[src/rtl/clock_divider_pkg.sv]
// rtl/clock_divider_pkg.sv - shared constants and divisor type for the multi-channel clock divider
package clock_divider_pkg;
  localparam int CNT_W_DEFAULT = 20;
  localparam int N_CH_MAX      = 16;

  typedef logic [CNT_W_DEFAULT-1:0] div_t;
endpackage

[src/rtl/clock_divider_ch.sv]
// rtl/clock_divider_ch.sv - one divider channel: half-period counter, shadow divisor, clk_out and tick flops
module clock_divider_ch
  import clock_divider_pkg::*;
#(
  parameter int CNT_W = CNT_W_DEFAULT
) (
  input  logic             clk,
  input  logic             rst_n,
  input  logic             en_i,
  input  logic [CNT_W-1:0] div_i,
  input  logic             sync_i,
  output logic             clk_out_o,
  output logic             tick_o
);

  logic [CNT_W-1:0] cnt_q, cnt_d;
  logic [CNT_W-1:0] div_lat_q, div_lat_d;
  logic             clk_out_q, clk_out_d;
  logic             tick_q, tick_d;

  // div_i is only sampled while idle, on sync, or at terminal count, so a half-period never short-cycles.
  always_comb begin
    cnt_d     = cnt_q;
    div_lat_d = div_lat_q;
    clk_out_d = clk_out_q;
    tick_d    = 1'b0;
    if (!en_i || sync_i) begin
      cnt_d     = '0;
      clk_out_d = 1'b0;
      div_lat_d = div_i;
    end else if (cnt_q == div_lat_q) begin
      cnt_d     = '0;
      clk_out_d = ~clk_out_q;
      tick_d    = 1'b1;
      div_lat_d = div_i;
    end else begin
      cnt_d = cnt_q + CNT_W'(1);
    end
  end

  always_ff @(posedge clk or negedge rst_n) begin
    if (!rst_n) begin
      cnt_q     <= '0;
      div_lat_q <= '0;
      clk_out_q <= 1'b0;
      tick_q    <= 1'b0;
    end else begin
      cnt_q     <= cnt_d;
      div_lat_q <= div_lat_d;
      clk_out_q <= clk_out_d;
      tick_q    <= tick_d;
    end
  end

  assign clk_out_o = clk_out_q;
  assign tick_o    = tick_q;

endmodule

[src/rtl/clock_divider_mc.sv]
// rtl/clock_divider_mc.sv - N_CH independent programmable dividers; CLKDIV_SYNC_EN adds the sync realign input
module clock_divider_mc
  import clock_divider_pkg::*;
#(
  parameter int N_CH  = 4,
  parameter int CNT_W = CNT_W_DEFAULT
) (
  input  logic                  clk,
  input  logic                  rst_n,
  input  logic [N_CH-1:0]       en,
  input  logic [N_CH*CNT_W-1:0] div,
`ifdef CLKDIV_SYNC_EN
  input  logic                  sync,
`endif
  output logic [N_CH-1:0]       clk_out,
  output logic [N_CH-1:0]       tick
);

  logic sync_int;

`ifdef CLKDIV_SYNC_EN
  assign sync_int = sync;
`else
  assign sync_int = 1'b0;
`endif

  for (genvar i = 0; i < N_CH; i++) begin : g_ch
    clock_divider_ch #(
      .CNT_W(CNT_W)
    ) u_ch (
      .clk      (clk),
      .rst_n    (rst_n),
      .en_i     (en[i]),
      .div_i    (div[i*CNT_W +: CNT_W]),
      .sync_i   (sync_int),
      .clk_out_o(clk_out[i]),
      .tick_o   (tick[i])
    );
  end

endmodule
[config.mk]
export PLATFORM = sky130hd
export DESIGN_NAME = clock_divider_mc
export DESIGN_NICKNAME = d
export VERILOG_FILES = /design/src/rtl/clock_divider_pkg.sv /design/src/rtl/clock_divider_ch.sv /design/src/rtl/clock_divider_mc.sv
export SDC_FILE = /design/constraint.sdc
export NUM_CORES = 1
export LEC_CHECK = 0
export BUFFER_PORTS_ARGS = -buffer_cell sky130_fd_sc_hd__buf_4
export CORE_AREA = 2 2 132 134
export DETAILED_ROUTE_END_ITERATION = 12
export DIE_AREA = 0 0 134 136
export PLACE_DENSITY_LB_ADDON = 0.12
export SETUP_SLACK_MARGIN = 0.5
export SLEW_MARGIN = 20
export SYNTH_ARGS = -nofsm -noshare
export SYNTH_HDL_FRONTEND = slang
export SYNTH_SLANG_ARGS = --single-unit
[constraint.sdc]
create_clock -name clk -period 2.83 [get_ports clk]
set_input_delay 0.1415 -clock clk [delete_from_list [all_inputs] [get_ports clk]]
set_output_delay 0.1415 -clock clk [all_outputs]
set_load 0.02 [all_outputs]
==> run summary, run 1 <==
N_diodes: 0
Cell mode on critical path: buf_4
Worst slack, placed: 0.507 ns
WP data required: 3.14 ns
Via-to-Cell Ratio: 4.87
Met1 wire length: 7.29 mm
Rel. slew slack: 55.7%
Vias in the first global route: 5663
Routed WL: 15.9 mm
CP cell instances: xor2_1 -> nor4_1 -> nand3_1 -> o21ai_4 -> buf_4 -> buf_4 -> nor2_1
Cells after Synth: 676
Hold Crit Class: primary input to async pin
Pin count of the biggest net entering global routing: 73
WS Path Type: flop to flop
Clk pin slew, worst setup/hold paths: 0.07 ns
Register area share after synthesis: 53.1%
First-pass GRT wire length: 27.1 mm
Final Hold Viols: 0
Placed Instances: 979
Setup TNS: 0 ns
Area occupied by multi-input gates: 3460 µm²
Number of routed nets with antenna violations: 0
CP max FO: 20
Util after Layout: 61.3%
Initial antenna violation count: 0
CTS tree: yes
CTS Sinks: 168
Max VDD drop: 0.417 mV
Max-cap violations: 0
Count of pins over their slew limit: 0
Max Clock Freq: 464 MHz
First DRT Iteration DRCs: 345
Avg Cell Area, Syn: 11.7 µm²
Drt wl/cell: 14.4 µm
Area of the mapped netlist: 7920 µm²
Worst skew pair latency: 0.43 ns
Core footprint: 16900 µm²
Die width: 134 µm
H-tree depth: 4
Die height: 136 µm
Global-route usage over all layers: 18.7%
Setup-failing EPs final: 0
CP top delay family: simple AND/OR/NAND/NOR gates
Slew at the pin closest to its max-slew limit: 0.660 ns
FP Rows: 48
Synthesized Nets: 766
Status: finished clean
DRC Markers: 0
CTS root buffer: clkbuf_16
WL met3: 491 µm
Pwr/cell area: 550 nW/µm²
Tcrit/Tclk final: 76.1%
DR vias: 5376
Met2 Wirelength: 7.91 mm
Register area: 4200 µm²
FILL cells: 1367
Initial Util: 46.9%
RSZ-0062 raised after global routing: false
Worst Skew: 0.00871 ns
Number of nets in the layout: 957
Most frequent cells in the layout: dfrtp_1 (168), xor2_1 (129), buf_4 (113)
GRT overflow: 0
Leak: 4.72 nW
Arrival time at the worst endpoint: 2.46 ns
CP Capture Type: flop
DR pass1 iterations: 4
DR top layer: met4
Fin crit period: 2.15 ns
GPL Wtd Cong: 0.846
Total CTS buffers: 17
Cell variety after synth: 24
Final WS setup: 0.676 ns
Die area: 18200 µm²
Startpoint class of the critical path: flop
Ratio of cells with drive above 1 in the final layout: 26.1%
IO Count: 94
Synth warn: 0
Crit path buf inv count: 2
HPWL Detailed: 10.9 mm
Max incr delay on CP: 0.46 ns
FF+latch count, synth: 168
Post-Layout Cell Count: 1105
Layout area overhead: 30.6%
PortBufs: 93
Slowest stage cell, crit path: dfrtp_1
Commonest non-fill, non-tap cell in the layout: dfrtp_1
Clk buf depth: 2
-- layer usage --
metal	vias to the layer above	GRT usage, %
li1	2642	-
met1	2614	24.4
met2	99	31.3
met3	21	3.43
met4	0	7.27
met5	-	0
-- logic make-up after synthesis --
| family | count (synthesis) | synth area share (%) |
|---|---|---|
| flops | 168 | 53.1 |
| simple gates | 229 | 13.8 |
| compound gates | 4 | 0.442 |
| buf+inv | 35 | 3.38 |
| fa+ha+maj | 4 | 0.632 |
| mux | 84 | 11.9 |
| xor+xnor | 152 | 16.8 |
-- registers in the layout (all words and copies together) (netlist names) --
| signal | cells |
|---|---|
| g_ch.u_ch.clk_out_o | 4 |
| g_ch.u_ch.tick_o | 4 |
| g_ch.u_ch.div_lat_q | 80 |
| g_ch.u_ch.cnt_q | 80 |
-- Yosys cell counts, drive strengths merged --
cell type / instances / area [µm²]
and2: 9 / 56.3
nand3: 29 / 145
o21ai: 4 / 35.0
clkbuf: 1 / 5.00
ha: 4 / 50.1
and4: 4 / 35.0
nand2b: 4 / 25.0
mux2i: 4 / 40.0
mux2: 80 / 901
and3: 4 / 25.0
xnor2: 23 / 201
nor4: 22 / 150
buf: 27 / 236
nor2: 96 / 360
nor3: 8 / 40.0
dfrtp: 168 / 4200
nand4: 22 / 138
inv: 7 / 26.3
xor2: 129 / 1130
nand2: 31 / 116
-- power by group --
part / internal [W] / leakage (nW) / switching [W] / total (W)
Combinational: 0.000341 / 2.26 / 0.000215 / 0.000556
Sequential: 0.00253 / 2.15 / 0.000108 / 0.00264
Clock: 0.00155 / 0.313 / 0.000945 / 0.00249
Total: 0.00442 / 4.72 / 0.00127 / 0.00569
-- what timing repair did --
item	4_1_cts	5_1_grt
hold buffers	85	0
hold endpoints to repair	157	0
endpoints found under the setup margin	0	62
resized for setup	0	2
setup buffers	0	9
-- final cells by class --
class / instances / share of cell area, %
Clock buffer: 21 / 4.55
Clock inverter: 11 / 1.63
Inverter: 7 / 0.254
Multi-Input combinational cell: 473 / 33.5
Sequential cell: 168 / 40.6
Tap cell: 225 / 2.72
Timing Repair Buffer: 200 / 16.7
-- through the flow --
step                      hold slack, ns  cell area (µm²)  power [W]
final                              0.292            10300    0.00569
after global routing               0.340            10300    0.00594
after CTS                          0.318            10300    0.00574
after detailed placement           0.203             8770    0.00314
after global placement             0.196             8770    0.00312
after floorplan                   -0.154             7920    0.00292
-- worst paths after layout --
check / cells past startpoint / slack (ns) / start / end
setup / recovery: 7 / 0.68 / g_ch[3].u_ch.cnt_q[1]$_DFF_PN0_ / g_ch[3].u_ch.cnt_q[13]$_DFF_PN0_
hold reg to reg: 1 / 0.52 / g_ch[2].u_ch.div_lat_q[8]$_DFFE_PN0P_ / g_ch[2].u_ch.div_lat_q[8]$_DFFE_PN0P_
setup reg to reg: 7 / 0.68 / g_ch[3].u_ch.cnt_q[1]$_DFF_PN0_ / g_ch[3].u_ch.cnt_q[13]$_DFF_PN0_
hold / removal: 2 / 0.29 / rst_n / g_ch[2].u_ch.div_lat_q[13]$_DFFE_PN0P_
max in group asynchronous: 3 / 1.73 / rst_n / g_ch[3].u_ch.cnt_q[0]$_DFF_PN0_
min in group clk: 3 / 0.48 / div[67] / g_ch[3].u_ch.div_lat_q[7]$_DFFE_PN0P_
Power figures use the tool's default switching activity.
==> run 2: changes to the inputs <==
clock period = 2.2 ns   (was 2.83 ns; I/O delays follow)
==> run 2 against run 1 <==
Against the previous run:
- sequential power increased by 29%
- first-iteration DRC count decreased by 12%
- hold slack got worse by 0.081 ns
- cell count increased by 6.1%
- wire length increased by 22%
- worst setup slack got worse by 0.54 ns
- global-route usage increased by 3.1 points
- non-clock buffer count increased by 67
- utilization increased by 8.8 points
- critical endpoint is now g_ch[3].u_ch.div_lat_q[18]$_DFFE_PN0P_
- highest routed layer unchanged
- critical path type unchanged
- clock power increased by 14%
==> run summary, run 2 (synthesized netlist as in run 1, its figures left out) <==
Die width: 134 µm
Via-to-Cell Ratio: 5.04
HPWL Detailed: 11.1 mm
GPL Wtd Cong: 0.784
Final Hold Viols: 0
Clk pwr share: 39.1%
Reg-to-reg setup timing slack: 0.13 ns
DRC Markers: 0
Max Clock Freq: 483 MHz
Total CTS buffers: 17
Comb pwr share: 14.3%
Commonest non-fill, non-tap cell in the layout: dfrtp_1
Setup-failing EPs final: 0
Vias in the first global route: 6338
RSZ-0062 raised after global routing: true
CTS root buffer: clkbuf_16
CTS Sinks: 168
Worst Skew: 0.0116 ns
Layout area overhead: 49.3%
Number of routed nets with antenna violations: 0
Worst r2r path cells: 7
Core footprint: 16900 µm²
Clk pin slew, worst setup/hold paths: 0.07 ns
Hold Crit Class: primary input to async pin
Max incr delay on CP: 0.43 ns
Max VDD drop: 0.563 mV
Setup TNS: 0 ns
Die area: 18200 µm²
GRT overflow: 0
Arrival time at the worst endpoint: 2.38 ns
CP max FO: 6
Die height: 136 µm
H-tree depth: 4
Ratio of cells with drive above 1 in the final layout: 38.9%
FP Rows: 48
Top flop regs: g_ch.u_ch.cnt_q: 80 flops, g_ch.u_ch.div_lat_q: 80 flops
Initial Util: 46.9%
Worst skew pair latency: 0.43 ns
Area occupied by multi-input gates: 4090 µm²
Initial antenna violation count: 0
Most frequent cells in the layout: dfrtp_1 (162), buf_4 (134), xor2_1 (127)
Routed WL: 19.4 mm
DR pass1 iterations: 4
Fin crit period: 2.07 ns
Pwr/cell area: 617 nW/µm²
Number of nets in the layout: 1024
Drt wl/cell: 16.6 µm
First-pass GRT wire length: 31.1 mm
Sw power: 0.00182 W
CP Capture Type: flop
Register area: 4210 µm²
Int Power: 0.00548 W
Slew at the pin closest to its max-slew limit: 0.699 ns
DR vias: 5910
Util after Layout: 70.1%
Sequential power share: 46.6%
First DRT Iteration DRCs: 304
Slowest stage cell, crit path: dfrtp_1
Global-route usage over all layers: 21.8%
WS Path Type: flop to flop
Startpoint class of the critical path: flop
Rel. slew slack: 53.0%
IO Count: 94
Leak: 5.45 nW
Clk buf depth: 2
Count of pins over their slew limit: 0
WP data required: 2.51 ns
CTS tree: yes
CP cell instances: xor2_1 -> nor4_1 -> nand3_1 -> o21ai_4 -> buf_12 -> buf_12 -> mux2_2
PortBufs: 93
Net Sw Frac: 25.0%
Max-cap violations: 0
Status: finished clean
N_diodes: 0
Cell mode on critical path: buf_12
Pin count of the biggest net entering global routing: 65
Tcrit/Tclk final: 94.0%
FILL cells: 1180
==> run 2: final timing paths <==
path,startpoint,endpoint
worst max-delay path,g_ch[3].u_ch.cnt_q[0]$_DFF_PN0_,g_ch[3].u_ch.div_lat_q[18]$_DFFE_PN0P_
worst min-delay path,rst_n,g_ch[2].u_ch.div_lat_q[11]$_DFFE_PN0P_
worst max register to register,g_ch[3].u_ch.cnt_q[0]$_DFF_PN0_,g_ch[3].u_ch.div_lat_q[18]$_DFFE_PN0P_
worst min register to register,g_ch[2].u_ch.div_lat_q[2]$_DFFE_PN0P_,g_ch[2].u_ch.div_lat_q[2]$_DFFE_PN0P_
max in group asynchronous,rst_n,g_ch[0].u_ch.cnt_q[2]$_DFF_PN0_
min in group clk,div[50],g_ch[2].u_ch.div_lat_q[10]$_DFFE_PN0P_
==> run 2: per-layer routing <==
layer / part of all wire (%) / global-route usage, %
met5: 0 / 0
met4: 1.5 / 7.15
met3: 2.9 / 4.10
met2: 52 / 38.1
met1: 43 / 27.4
==> run 2: critical path, delay by kind of cell, from the launching register on <==
| family | cells | cell delay [ns] |
|---|---|---|
| AND/OR/NAND/NOR | 2 | 0.55 |
| flip-flops | 1 | 0.43 |
| multiplexers | 1 | 0.32 |
| XOR/XNOR | 1 | 0.16 |
| buffers and inverters | 2 | 0.27 |
| AO/OA/AOI/OAI | 1 | 0.20 |
==> run 2: power groups by stage <==
stage / combinational, W / sequential (W) / clock, W
after floorplan: 0.000391 / 0.00341 / 0
after global placement: 0.000639 / 0.00345 / 0
after detailed placement: 0.000655 / 0.00346 / 0
after CTS: 0.000973 / 0.00340 / 0.00291
after global routing: 0.00113 / 0.00342 / 0.00302
final: 0.00105 / 0.00340 / 0.00285
==> run 2: stage by stage <==
stage / cells / hold slack, ns / cell area [µm²] / total power [W] / setup slack, ns
floorplan: 676 / -0.186 / 8040 / 0.00380 / 0.401
global placement: 986 / 0.107 / 8990 / 0.00409 / 0.131
detailed placement: 986 / 0.111 / 8990 / 0.00411 / 0.0988
CTS: 1153 / 0.223 / 11400 / 0.00728 / 0.208
global route: 1172 / 0.244 / 11800 / 0.00757 / 0.0620
finish: 1172 / 0.211 / 11800 / 0.00730 / 0.131
==> run 2: cell type report <==
| cell class | count | area share [%] |
|---|---|---|
| multi-input combinational | 473 | 34.6 |
| clock inverter | 14 | 1.07 |
| inverter | 7 | 0.222 |
| tap | 225 | 2.38 |
| clock buffer | 18 | 3.63 |
| sequential | 168 | 35.6 |
| timing repair buffer | 267 | 22.5 |
==> run 2: timing repair <==
item | in CTS | in global routing
gates cloned | 11 | 0
endpoints found under the setup margin | 159 | 166
resized for setup | 117 | 69
buffers inserted | 39 | 19
hold buffers | 85 | 0
endpoints found under the hold margin | 140 | 0
pin swaps | 45 | 20
==> run 3: changes to the inputs <==
CELL_PAD_IN_SITES_DETAIL_PLACEMENT = 0   (was not set)
CELL_PAD_IN_SITES_GLOBAL_PLACEMENT = 2   (was not set)
CORE_AREA = 2 2 146 148   (was 2 2 132 134)
DIE_AREA = 0 0 148 150   (was 0 0 134 136)
==> run 3 against run 2 <==
Against the previous run:
- utilization is 9.9 points lower
- largest power group unchanged
- clock power rose by 4%
- hold slack improved by 0.015 ns
- critical path depth up 1
- sequential cell count is the same
- cell count rose by 6.1%
- maximum frequency barely moved
- worst setup slack about the same
- clock skew is essentially flat
- critical endpoint is now g_ch[2].u_ch.div_lat_q[3]$_DFFE_PN0P_
- die area rose by 22%
- sequential share of layout area fell by 1.8 points
- combinational power rose by 11%
==> run summary, run 3 (synthesized netlist as in run 1, its figures left out) <==
Placed inst area: 9100 µm²
WS Path Type: flop to flop
CP max FO: 5
Die width: 148 µm
Arrival time at the worst endpoint: 2.37 ns
Hold Crit Class: primary input to async pin
Reg-to-reg setup timing slack: 0.13 ns
Slew at the pin closest to its max-slew limit: 0.511 ns
Routed WL: 19.7 mm
Max-cap violations: 0
Die area: 22200 µm²
Most frequent cells in the layout: dfrtp_1 (157), buf_4 (131), xor2_1 (128)
Max VDD drop: 0.436 mV
CTS Sinks: 168
Setup TNS: 0 ns
Rel. slew slack: 65.9%
Worst Skew: 0.0115 ns
CP Capture Type: flop
WP data required: 2.50 ns
IO Count: 94
First-pass GRT wire length: 30.2 mm
Die height: 150 µm
Worst skew pair latency: 0.41 ns
FILL cells: 1727
Core footprint: 20700 µm²
Drt wl/cell: 15.9 µm
DR pass1 iterations: 4
Total CTS buffers: 17
GPL Wtd Cong: 0.770
Max Clock Freq: 483 MHz
CTS root buffer: clkbuf_16
Vias in the first global route: 6064
First DRT Iteration DRCs: 248
Layout area overhead: 57.3%
Initial antenna violation count: 0
Pin count of the biggest net entering global routing: 53
Clk buf depth: 2
Ratio of cells with drive above 1 in the final layout: 42.7%
GRT overflow: 0
Worst slack, placed: 0.111 ns
Global-route usage over all layers: 17.2%
Tcrit/Tclk final: 94.0%
N_diodes: 0
Pwr/cell area: 605 nW/µm²
Number of routed nets with antenna violations: 0
Leak: 5.70 nW
Count of pins over their slew limit: 0
RSZ-0062 raised after global routing: true
Startpoint class of the critical path: flop
Via-to-Cell Ratio: 4.74
Util after Layout: 60.2%
CTS tree: yes
Commonest non-fill, non-tap cell in the layout: dfrtp_1
Fin crit period: 2.07 ns
Final Hold Viols: 0
Top flop regs: g_ch.u_ch.cnt_q: 80 flops, g_ch.u_ch.div_lat_q: 80 flops
DRC Markers: 0
Number of nets in the layout: 1046
Status: finished clean
Final WS setup: 0.131 ns
PortBufs: 93
HPWL Detailed: 11.5 mm
FP Rows: 53
Initial Util: 38.3%
Setup-failing EPs final: 0
Clk pin slew, worst setup/hold paths: 0.07 ns
Finished layout cell area: 12500 µm²
DR vias: 5894
H-tree depth: 4
-- run 3: changes by cell type in the layout (fill, tap and decap cells not counted), sizes merged --
cell      delta
clkbuf       +6
clkinvlp     -2
inv          -1
bufinv       +1
buf         +20
bufbuf       -1
clkinv       -2
-- run 3: power breakdown --
part           switching [W]  internal [W]  leakage, nW
Combinational       0.000427      0.000739         3.29
Sequential          0.000144       0.00326         2.13
Clock                0.00124       0.00174        0.280
-- run 3: final timing paths --
check                                                       startpoint                                     to  depth (start not counted)
worst max-delay path            g_ch[2].u_ch.div_lat_q[16]$_DFFE_PN0P_  g_ch[2].u_ch.div_lat_q[3]$_DFFE_PN0P_                          8
worst min-delay path                                             rst_n  g_ch[2].u_ch.div_lat_q[9]$_DFFE_PN0P_                          2
worst max register to register  g_ch[2].u_ch.div_lat_q[16]$_DFFE_PN0P_  g_ch[2].u_ch.div_lat_q[3]$_DFFE_PN0P_                          8
worst min register to register   g_ch[3].u_ch.div_lat_q[1]$_DFFE_PN0P_  g_ch[3].u_ch.div_lat_q[1]$_DFFE_PN0P_                          1
max in group asynchronous                                        rst_n        g_ch[0].u_ch.cnt_q[2]$_DFF_PN0_                          3
min in group clk                                                div[2]  g_ch[0].u_ch.div_lat_q[2]$_DFFE_PN0P_                          3
-- run 3: metrics by stage --
| step | power (W) | instances | hold slack [ns] |
|---|---|---|---|
| 2_1_floorplan | 0.00380 | 676 | -0.186 |
| 3_3_place_gp | 0.00410 | 1036 | 0.104 |
| 3_5_place_dp | 0.00413 | 1036 | 0.112 |
| 4_1_cts | 0.00747 | 1214 | 0.236 |
| 5_1_grt | 0.00787 | 1243 | 0.258 |
| 6_report | 0.00754 | 1243 | 0.226 |
-- run 3: layer usage --
layer	routed length, µm	track usage (%)	vias up	part of all wire, %
met1	9050	22.9	2959	46
met2	9950	29.3	83	50
met5	0	0	-	0
li1	-	-	2836	-
met4	197	4.62	0	1.0
met3	516	2.68	16	2.6
-- run 3: cell type report --
type	count	area, µm²	area share [%]
multi-input combinational	473	4250	34.1
inverter	7	26.3	0.211
tap	275	344	2.76
clock inverter	10	120	0.964
sequential	168	4220	33.9
timing repair buffer	289	3040	24.4
clock buffer	21	460	3.70
-- run 3: worst max-delay path: stages, from the launching register on --
cell     delay [ns]
dfrtp_1        0.41
xor2_1         0.19
nor4_2         0.30
nand3_1        0.19
o21ai_4        0.21
buf_6          0.15
buf_6          0.10
buf_12         0.11
mux2_4         0.29
-- run 3: what timing repair did --
action                                  4_1_cts  5_1_grt
buffers inserted                             48       25
endpoints found under the setup margin      160      166
pin swaps                                    50       46
hold buffers                                 85        0
gates resized for setup                     106      141
gates cloned                                 14        4
hold endpoints to repair                    136        0
